$ cat src/rtl/tt_sweep_pkg.sv
`default_nettype none
// ============================================================
// tt_sweep_pkg : shared types and constants for the truth-table sweeper
// Rev 1.0
// ============================================================
package tt_sweep_pkg;

   localparam int NUM_VEC = 16;
   localparam int IDX_W   = 4;
   localparam int OUT_W   = 2;

   typedef enum logic [1:0] {
      ST_IDLE   = 2'd0,
      ST_DRIVE  = 2'd1,
      ST_SAMPLE = 2'd2,
      ST_DONE   = 2'd3
   } state_e;

   // Vector i is presented as {a,b,c,d}, so the index maps straight through.
   function automatic logic [3:0] idx_to_abcd(input logic [IDX_W-1:0] idx);
      return idx;
   endfunction

endpackage
`default_nettype wire

$ cat src/rtl/tt_sweep_ctrl_if.sv
`default_nettype none
// ============================================================
// tt_sweep_ctrl_if : control/result bundle plus DUT vector/response pins
// Rev 1.0
// ============================================================
interface tt_sweep_ctrl_if;
   import tt_sweep_pkg::*;

   logic               start;
   logic               abort;
   logic [NUM_VEC-1:0] expect_f1;
   logic [NUM_VEC-1:0] expect_f2;
   logic               f1;
   logic               f2;
   logic [IDX_W-1:0]   abcd;
   logic               busy;
   logic               done;
   logic [NUM_VEC-1:0] result_f1;
   logic [NUM_VEC-1:0] result_f2;
   logic [NUM_VEC-1:0] mismatch;
   logic               pass;

   modport slave (
      input  start, abort, expect_f1, expect_f2, f1, f2,
      output abcd, busy, done, result_f1, result_f2, mismatch, pass
   );

   modport master (
      output start, abort, expect_f1, expect_f2, f1, f2,
      input  abcd, busy, done, result_f1, result_f2, mismatch, pass
   );

endinterface
`default_nettype wire

$ cat src/rtl/tt_hold_timer.sv
`default_nettype none
// ============================================================
// tt_hold_timer : loadable down-counter timing each vector's settle window
// Rev 1.0
// ============================================================
module tt_hold_timer #(
   parameter int WIDTH = 4
) (
   input  wire              clk,
   input  wire              rst_n,
   input  wire              load,
   input  wire              en,
   input  wire  [WIDTH-1:0] load_value,
   output logic [WIDTH-1:0] value,
   output logic             zero
);

   logic [WIDTH-1:0] value_q;
   logic [WIDTH-1:0] value_d;

   always_comb begin
      value_d = value_q;
      if (load) begin
         value_d = load_value;
      end else if (en) begin
         value_d = value_q - WIDTH'(1);
      end
   end

   always_ff @(posedge clk or negedge rst_n) begin
      if (!rst_n) begin
         value_q <= '0;
      end else begin
         value_q <= value_d;
      end
   end

   assign value = value_q;
   assign zero  = (value_q == '0);

endmodule
`default_nettype wire

$ cat src/rtl/tt_sweep_ctrl.sv
`default_nettype none
// ============================================================
// tt_sweep_ctrl : drives all 16 input vectors, captures f1/f2 truth tables, grades them
// Rev 1.0
// ============================================================
module tt_sweep_ctrl #(
   parameter int HOLD_CYCLES = 2
) (
   input wire             clk,
   input wire             rst_n,
   tt_sweep_ctrl_if.slave sw
);
   import tt_sweep_pkg::*;

   localparam int               TMR_W    = $clog2(NUM_VEC);
   localparam logic [TMR_W-1:0] c_reload = TMR_W'(HOLD_CYCLES - 1);

   state_e             state_q,  state_d;
   logic [IDX_W-1:0]   idx_q,    idx_d;
   logic [NUM_VEC-1:0] exp_f1_q, exp_f1_d;
   logic [NUM_VEC-1:0] exp_f2_q, exp_f2_d;
   logic [NUM_VEC-1:0] res_f1_q, res_f1_d;
   logic [NUM_VEC-1:0] res_f2_q, res_f2_d;
   logic [NUM_VEC-1:0] mism_q,   mism_d;
   logic               pass_q,   pass_d;

   logic               timer_load;
   logic               timer_en;
   logic [TMR_W-1:0]   timer_value;
   logic               timer_zero;

   tt_hold_timer #(.WIDTH(TMR_W)) u_hold_timer (
      .clk        (clk),
      .rst_n      (rst_n),
      .load       (timer_load),
      .en         (timer_en),
      .load_value (c_reload),
      .value      (timer_value),
      .zero       (timer_zero)
   );

   always_comb begin
      state_d    = state_q;
      idx_d      = idx_q;
      exp_f1_d   = exp_f1_q;
      exp_f2_d   = exp_f2_q;
      res_f1_d   = res_f1_q;
      res_f2_d   = res_f2_q;
      mism_d     = mism_q;
      pass_d     = pass_q;
      timer_load = 1'b0;
      timer_en   = 1'b0;

      case (state_q)
         ST_IDLE: begin
            if (sw.start) begin
               exp_f1_d   = sw.expect_f1;
               exp_f2_d   = sw.expect_f2;
               res_f1_d   = '0;
               res_f2_d   = '0;
               mism_d     = '0;
               pass_d     = 1'b0;
               idx_d      = '0;
               timer_load = 1'b1;
               state_d    = ST_DRIVE;
            end
         end
         ST_DRIVE: begin
            if (sw.abort) begin
               pass_d  = 1'b0;
               idx_d   = '0;
               state_d = ST_IDLE;
            end else if (timer_zero) begin
               state_d = ST_SAMPLE;
            end else begin
               timer_en = (timer_value != '0);
            end
         end
         ST_SAMPLE: begin
            // Abort wins over the capture scheduled for this edge.
            if (sw.abort) begin
               pass_d  = 1'b0;
               idx_d   = '0;
               state_d = ST_IDLE;
            end else begin
               res_f1_d[idx_q] = sw.f1;
               res_f2_d[idx_q] = sw.f2;
               mism_d[idx_q]   = (sw.f1 ^ exp_f1_q[idx_q]) | (sw.f2 ^ exp_f2_q[idx_q]);
               if (idx_q == IDX_W'(NUM_VEC - 1)) begin
                  pass_d  = (mism_d == '0);
                  state_d = ST_DONE;
               end else begin
                  idx_d      = idx_q + IDX_W'(1);
                  timer_load = 1'b1;
                  state_d    = ST_DRIVE;
               end
            end
         end
         ST_DONE: begin
            state_d = ST_IDLE;
         end
         default: begin
            state_d = ST_IDLE;
         end
      endcase
   end

   always_ff @(posedge clk or negedge rst_n) begin
      if (!rst_n) begin
         state_q  <= ST_IDLE;
         idx_q    <= '0;
         exp_f1_q <= '0;
         exp_f2_q <= '0;
         res_f1_q <= '0;
         res_f2_q <= '0;
         mism_q   <= '0;
         pass_q   <= 1'b0;
      end else begin
         state_q  <= state_d;
         idx_q    <= idx_d;
         exp_f1_q <= exp_f1_d;
         exp_f2_q <= exp_f2_d;
         res_f1_q <= res_f1_d;
         res_f2_q <= res_f2_d;
         mism_q   <= mism_d;
         pass_q   <= pass_d;
      end
   end

   assign sw.busy      = (state_q == ST_DRIVE) || (state_q == ST_SAMPLE);
   assign sw.done      = (state_q == ST_DONE);
   assign sw.abcd      = sw.busy ? idx_to_abcd(idx_q) : '0;
   assign sw.result_f1 = res_f1_q;
   assign sw.result_f2 = res_f2_q;
   assign sw.mismatch  = mism_q;
   assign sw.pass      = pass_q;

endmodule
`default_nettype wire

$ cat src/flat_wrapper.sv
// flat-port wrapper written by rule: the top's interface ports become plain ports
module tt_sweep_ctrl_flat import tt_sweep_pkg::*;
#(
   parameter int HOLD_CYCLES = 2
)
  (clk, rst_n, sw_start, sw_abort, sw_expect_f1, sw_expect_f2, sw_f1, sw_f2, sw_abcd, sw_busy, sw_done, sw_result_f1, sw_result_f2, sw_mismatch, sw_pass);
  tt_sweep_ctrl_if sw_i ();
  input wire clk;
  input wire rst_n;
  input wire logic [$bits(sw_i.start)-1:0] sw_start;
  input wire logic [$bits(sw_i.abort)-1:0] sw_abort;
  input wire logic [$bits(sw_i.expect_f1)-1:0] sw_expect_f1;
  input wire logic [$bits(sw_i.expect_f2)-1:0] sw_expect_f2;
  input wire logic [$bits(sw_i.f1)-1:0] sw_f1;
  input wire logic [$bits(sw_i.f2)-1:0] sw_f2;
  output wire logic [$bits(sw_i.abcd)-1:0] sw_abcd;
  output wire logic [$bits(sw_i.busy)-1:0] sw_busy;
  output wire logic [$bits(sw_i.done)-1:0] sw_done;
  output wire logic [$bits(sw_i.result_f1)-1:0] sw_result_f1;
  output wire logic [$bits(sw_i.result_f2)-1:0] sw_result_f2;
  output wire logic [$bits(sw_i.mismatch)-1:0] sw_mismatch;
  output wire logic [$bits(sw_i.pass)-1:0] sw_pass;
  assign sw_i.start = sw_start;
  assign sw_i.abort = sw_abort;
  assign sw_i.expect_f1 = sw_expect_f1;
  assign sw_i.expect_f2 = sw_expect_f2;
  assign sw_i.f1 = sw_f1;
  assign sw_i.f2 = sw_f2;
  assign sw_abcd = sw_i.abcd;
  assign sw_busy = sw_i.busy;
  assign sw_done = sw_i.done;
  assign sw_result_f1 = sw_i.result_f1;
  assign sw_result_f2 = sw_i.result_f2;
  assign sw_mismatch = sw_i.mismatch;
  assign sw_pass = sw_i.pass;
  tt_sweep_ctrl #(.HOLD_CYCLES(HOLD_CYCLES)) u_core (.clk(clk), .rst_n(rst_n), .sw(sw_i));
endmodule
$ cat config.mk
export PLATFORM = sky130hd
export DESIGN_NAME = tt_sweep_ctrl_flat
export DESIGN_NICKNAME = d
export VERILOG_FILES = /design/src/rtl/tt_sweep_pkg.sv /design/src/rtl/tt_sweep_ctrl_if.sv /design/src/rtl/tt_hold_timer.sv /design/src/rtl/tt_sweep_ctrl.sv /design/src/flat_wrapper.sv
export SDC_FILE = /design/constraint.sdc
export NUM_CORES = 1
export LEC_CHECK = 0
export CORE_ASPECT_RATIO = 0.6
export CORE_UTILIZATION = 50
export CTS_CLUSTER_DIAMETER = 30
export DETAILED_ROUTE_END_ITERATION = 10
export GPL_TIMING_DRIVEN = 0
export PLACE_DENSITY = 0.79
export SYNTH_ARGS = -nofsm -noshare
export SYNTH_HDL_FRONTEND = slang
export SYNTH_SLANG_ARGS = --single-unit
$ cat constraint.sdc
create_clock -name clk -period 2.7 [get_ports clk]
set_input_delay 0.27 -clock clk [delete_from_list [all_inputs] [get_ports clk]]
set_output_delay 0.27 -clock clk [all_outputs]
set_load 0.005 [all_outputs]
==> impl_summary.md <==
Timing
Hold timing on the final database bottoms out at a slack of around 0.33 ns. Setup violations remaining at the end of the flow were counted as 0. The tightest slew margin relative to the limit is about 40%. Counting I/O delays and the setup requirement, the final critical path takes 2.646 ns. The number of hold violations in the final report is 0.

The worst clock skew on the final layout is about 0.0077 ns. The actual slew at the worst max-slew pin is 0.8933 ns. Setup repair after global routing could not meet its margin everywhere.

The worst path uses about 98% of the clock period. The count of pins over their slew limit is 0. The upper clock frequency limit is between 300 and 400 MHz.

Power and ir drop
The fraction of power consumed by sequential logic is between 30% and 40%. The internal portion of the total power is around 3200 µW. The switching power summed over all nets is ~1500 µW. Across the VDD grid, the largest voltage drop is between 0.4 and 0.5 mV.

The power per cell area is 819.0 mW/mm². For this design the static power due to leakage is 0.002348 µW. The share of total power dissipated in the clock network is ~29%. Per report_power, the combinational group accounts for 31.8% of the total. Of the total power, the share spent switching nets is 31.53%.

Cells and area
0 antenna diodes ended up in the layout. The area added between synthesis and finish is 33.00%. The total number of nets in the final design is ~530. The non-filler instance count after layout is 593.

The number of fillers in the final layout is 607. The summed area of non-filler cells in the final layout is 0.005784 mm². The post-route netlist has around 14% of its cells at a drive strength greater than 1.

The final core utilization is ~70%.

Critical path
The type of the worst setup path is register to output port. STA classifies the critical path endpoint as an output port. In this run the critical register-to-register path is launched from u_core.idx_q[0]$_DFFE_PN0P_. The launch point of the worst path is u_core.idx_q[3]$_DFFE_PN0P_. The startpoint kind of the worst setup timing path is a register. Along the worst path, the maximum fanout reaches 10. The data arrival time of the worst path is between 2 and 2.5 ns. STA puts the critical path data required time at between 2 and 2.5 ns.

CTS
The number of buffers created by CTS is 9. The H-tree generated during clock tree synthesis spans 3 levels. The buffer cell driving the clock tree root is sky130_fd_sc_hd__clkbuf_16. The buffer depth of the longest clock path is 2. The clock latency on the worst-skew pair is around 0.35 ns.

The count of clock tree sinks is just over 90. The TritonCTS clock tree is yes. The number of buffers added for setup after CTS is 0. Clock-pin slew was measured on the worst setup and hold paths at around 0.07 ns.

Synthesis
The dominant cell type by area after synthesis is sky130_fd_sc_hd__dfrtp_1. By area the synthesized netlist is led by sky130_fd_sc_hd__dfrtp_1, sky130_fd_sc_hd__mux2_2, sky130_fd_sc_hd__o2bb2ai_1, sky130_fd_sc_hd__nand2_1, sky130_fd_sc_hd__ha_1. Synthesis produced a netlist with a net count of 425. The post-synthesis async set-or-reset flop share is 100.0%. The most common flop cell mapped by yosys is sky130_fd_sc_hd__dfrtp_1.

The post-synthesis instance area is around 0.0043 mm². The number of storage elements in the synthesis netlist is between 90 and 100. The count of cell types in the netlist is 44.

The top cell type by area accounts for 52.36% of the synthesized area. The total of warnings raised by yosys is 0. After technology mapping, the gate count stands at between 300 and 400. The average cell area after synthesis is around 12 µm². The share of the Yosys chip area taken by registers is roughly 52%.

In this run, synthesis inferred 0 flip-flops with an integrated enable.

GRT
For this run the aggregate overflow at the end of global routing stands at 0. The initial antenna violation count is 0. Entering global routing, the biggest net connects 75 pins. The total global-route track usage is around 28%. The via count of the first global-routing pass is roughly 3600.

The first global-routing pass estimated about 19 mm of wire.

Floorplanning
In this run the core area contains 25 standard-cell rows. The die width is 122.4 µm. The area of the die is about 0.009 mm².

The die boundary height is between 70 and 80 µm. In this run the count of I/O pins placed on the die edge is between 90 and 100. The total area inside the core boundary comes to 0.008133 mm². The initial standard-cell utilization of the core is a little over half.

Drt
For this run, design rule violations remaining after detail routing come to 0. The remaining antenna violation count is 0. The pre-antenna-repair detailed-routing pass consisted of 5 iterations. The via count is ~3600.

After detailed routing, the average wire length per cell comes to about 20 µm. The DRC marker count from the first detailed-route iteration is 364. The routed design has between 10 and 15 mm of wire. The post-detailed-route via-to-cell ratio is 6.101.

Place
The routability congestion estimate from global placement is between 0.8 and 0.9. During placement, the flow inserted port buffers numbering about 90. The placed instance area is about 0.0054 mm².

The sum of net half-perimeters after detailed placement is 8.478 mm. The placed cell count is 579.

Run
The count of maximum capacitance violations is 0.

Worst hold path
The class of the most critical hold timing path is input pin to async pin.

Status
The run finished with clean final reports.
## routing by layer
metal	share of wire, %	GRT usage, %	up-vias
li1	-	-	1599
met1	46	39.96	1828
met2	44	41.20	173
met3	8.7	9.126	18
met4	1.2	7.182	0
met5	0	0	-
## cell usage after synthesis, drive strengths merged, types with 2 or more instances
master	number
dfrtp	91
o2bb2ai	43
nand2	42
mux2	36
nor2	14
clkbuf	12
o21ai	12
nor2b	10
a22o	9
and2	9
ha	9
inv	8
mux2i	8
nand3b	7
a21oi	6
nand3	6
nor3	6
a211oi	5
buf	5
o22ai	5
a21boi	4
o41ai	4
or3b	4
nand2b	3
nor4	3
o21a	3
o31a	3
xor2	2
## worst max-delay path, cell delays in order, from the launching register on
cell and delay (ns):
sky130_fd_sc_hd__dfrtp_1 0.44, sky130_fd_sc_hd__clkbuf_1 0.45, sky130_fd_sc_hd__clkbuf_1 0.44, sky130_fd_sc_hd__and2_1 0.19, sky130_fd_sc_hd__clkdlybuf4s50_1 0.49
## path summary, 6_finish.rpt
check | slack [ns] | cells past startpoint | endpoint
max | 0.05 | 4 | sw_abcd[3]
max reg2reg | 0.08 | 9 | u_core.sw.pass$_DFFE_PN0P_
min | 0.33 | 2 | u_core.sw.result_f1[1]$_DFFE_PN0P_
min reg2reg | 0.49 | 1 | u_core.sw.result_f1[5]$_DFFE_PN0P_
max in group asynchronous | 1.71 | 3 | u_core.state_q[0]$_DFFE_PN0P_
min in group clk | 0.49 | 1 | u_core.sw.result_f1[5]$_DFFE_PN0P_
## timing repair
action | 4_1_cts | 5_1_grt
resized for setup | 2 | 6
gates cloned | 0 | 0
endpoints found under the setup margin | 21 | 33
hold buffers | 1 | 0
endpoints found under the hold margin | 17 | 0
## cell type report
type	count	area (µm²)	area share, %
Sequential cell	91	2277	39.37
Clock buffer	11	252.7	4.369
Multi-Input combinational cell	262	1981	34.24
Buffer	15	78.83	1.363
Clock inverter	4	73.82	1.276
Tap cell	108	135.1	2.336
Timing Repair Buffer	94	955.9	16.53
Inverter	8	30.03	0.5191
## placed cells by master, fill, tap and decap left out, drive strengths merged, types with 3 or more instances in the layout
| master | count |
|---|---|
| ha | 9 |
| o21ai | 12 |
| o2bb2ai | 43 |
| a21oi | 6 |
| nand3 | 6 |
| nand3b | 7 |
| inv | 8 |
| o21a | 3 |
| nor2b | 10 |
| clkbuf | 21 |
| clkdlybuf4s50 | 91 |
| nor3 | 6 |
| mux2i | 8 |
| a211oi | 5 |
| or3b | 4 |
| a21boi | 4 |
| nor2 | 14 |
| nor4 | 3 |
| dfrtp | 91 |
| mux2 | 36 |
| and2 | 9 |
| a22o | 9 |
| o41ai | 4 |
| o22ai | 5 |
| nand2b | 3 |
| o31a | 3 |
| nand2 | 42 |
| buf | 7 |
## state kept, by name, summed over array words and instances, names as in the netlist
name / cells
u_core.exp_f1_q: 16
u_core.exp_f2_q: 16
u_core.idx_q: 4
u_core.state_q: 2
u_core.sw.mismatch: 16
u_core.sw.pass: 1
u_core.sw.result_f1: 16
u_core.sw.result_f2: 16
u_core.u_hold_timer.value: 4
## stage by stage
stage / power, µW / setup TNS, ns / setup slack, ns
finish: 4737 / 0 / 0.05367
CTS: 4736 / 0 / 0.03817
global placement: 3258 / -168.35 / -1.856
global route: 4985 / -0.001365 / -0.001365
detailed placement: 3347 / -0.2767 / -0.1160
floorplan: 2855 / 0 / 0.3870
## power groups by stage
stage | logic (µW) | registers [µW] | clock network (µW)
floorplan | 1050 | 1800 | 0
global placement | 1410 | 1850 | 0
detailed placement | 1480 | 1870 | 0
CTS | 1500 | 1850 | 1390
global route | 1640 | 1890 | 1450
finish | 1510 | 1850 | 1380
## logic make-up after synthesis
group	Yosys count	synth area share (%)
compound gates	99	18.21
xor+xnor	3	0.6043
fa+ha+maj	9	2.589
buf+inv	25	2.647
flops	91	52.36
mux	44	11.25
simple gates	107	12.34
(Power assumes the default switching activity.)
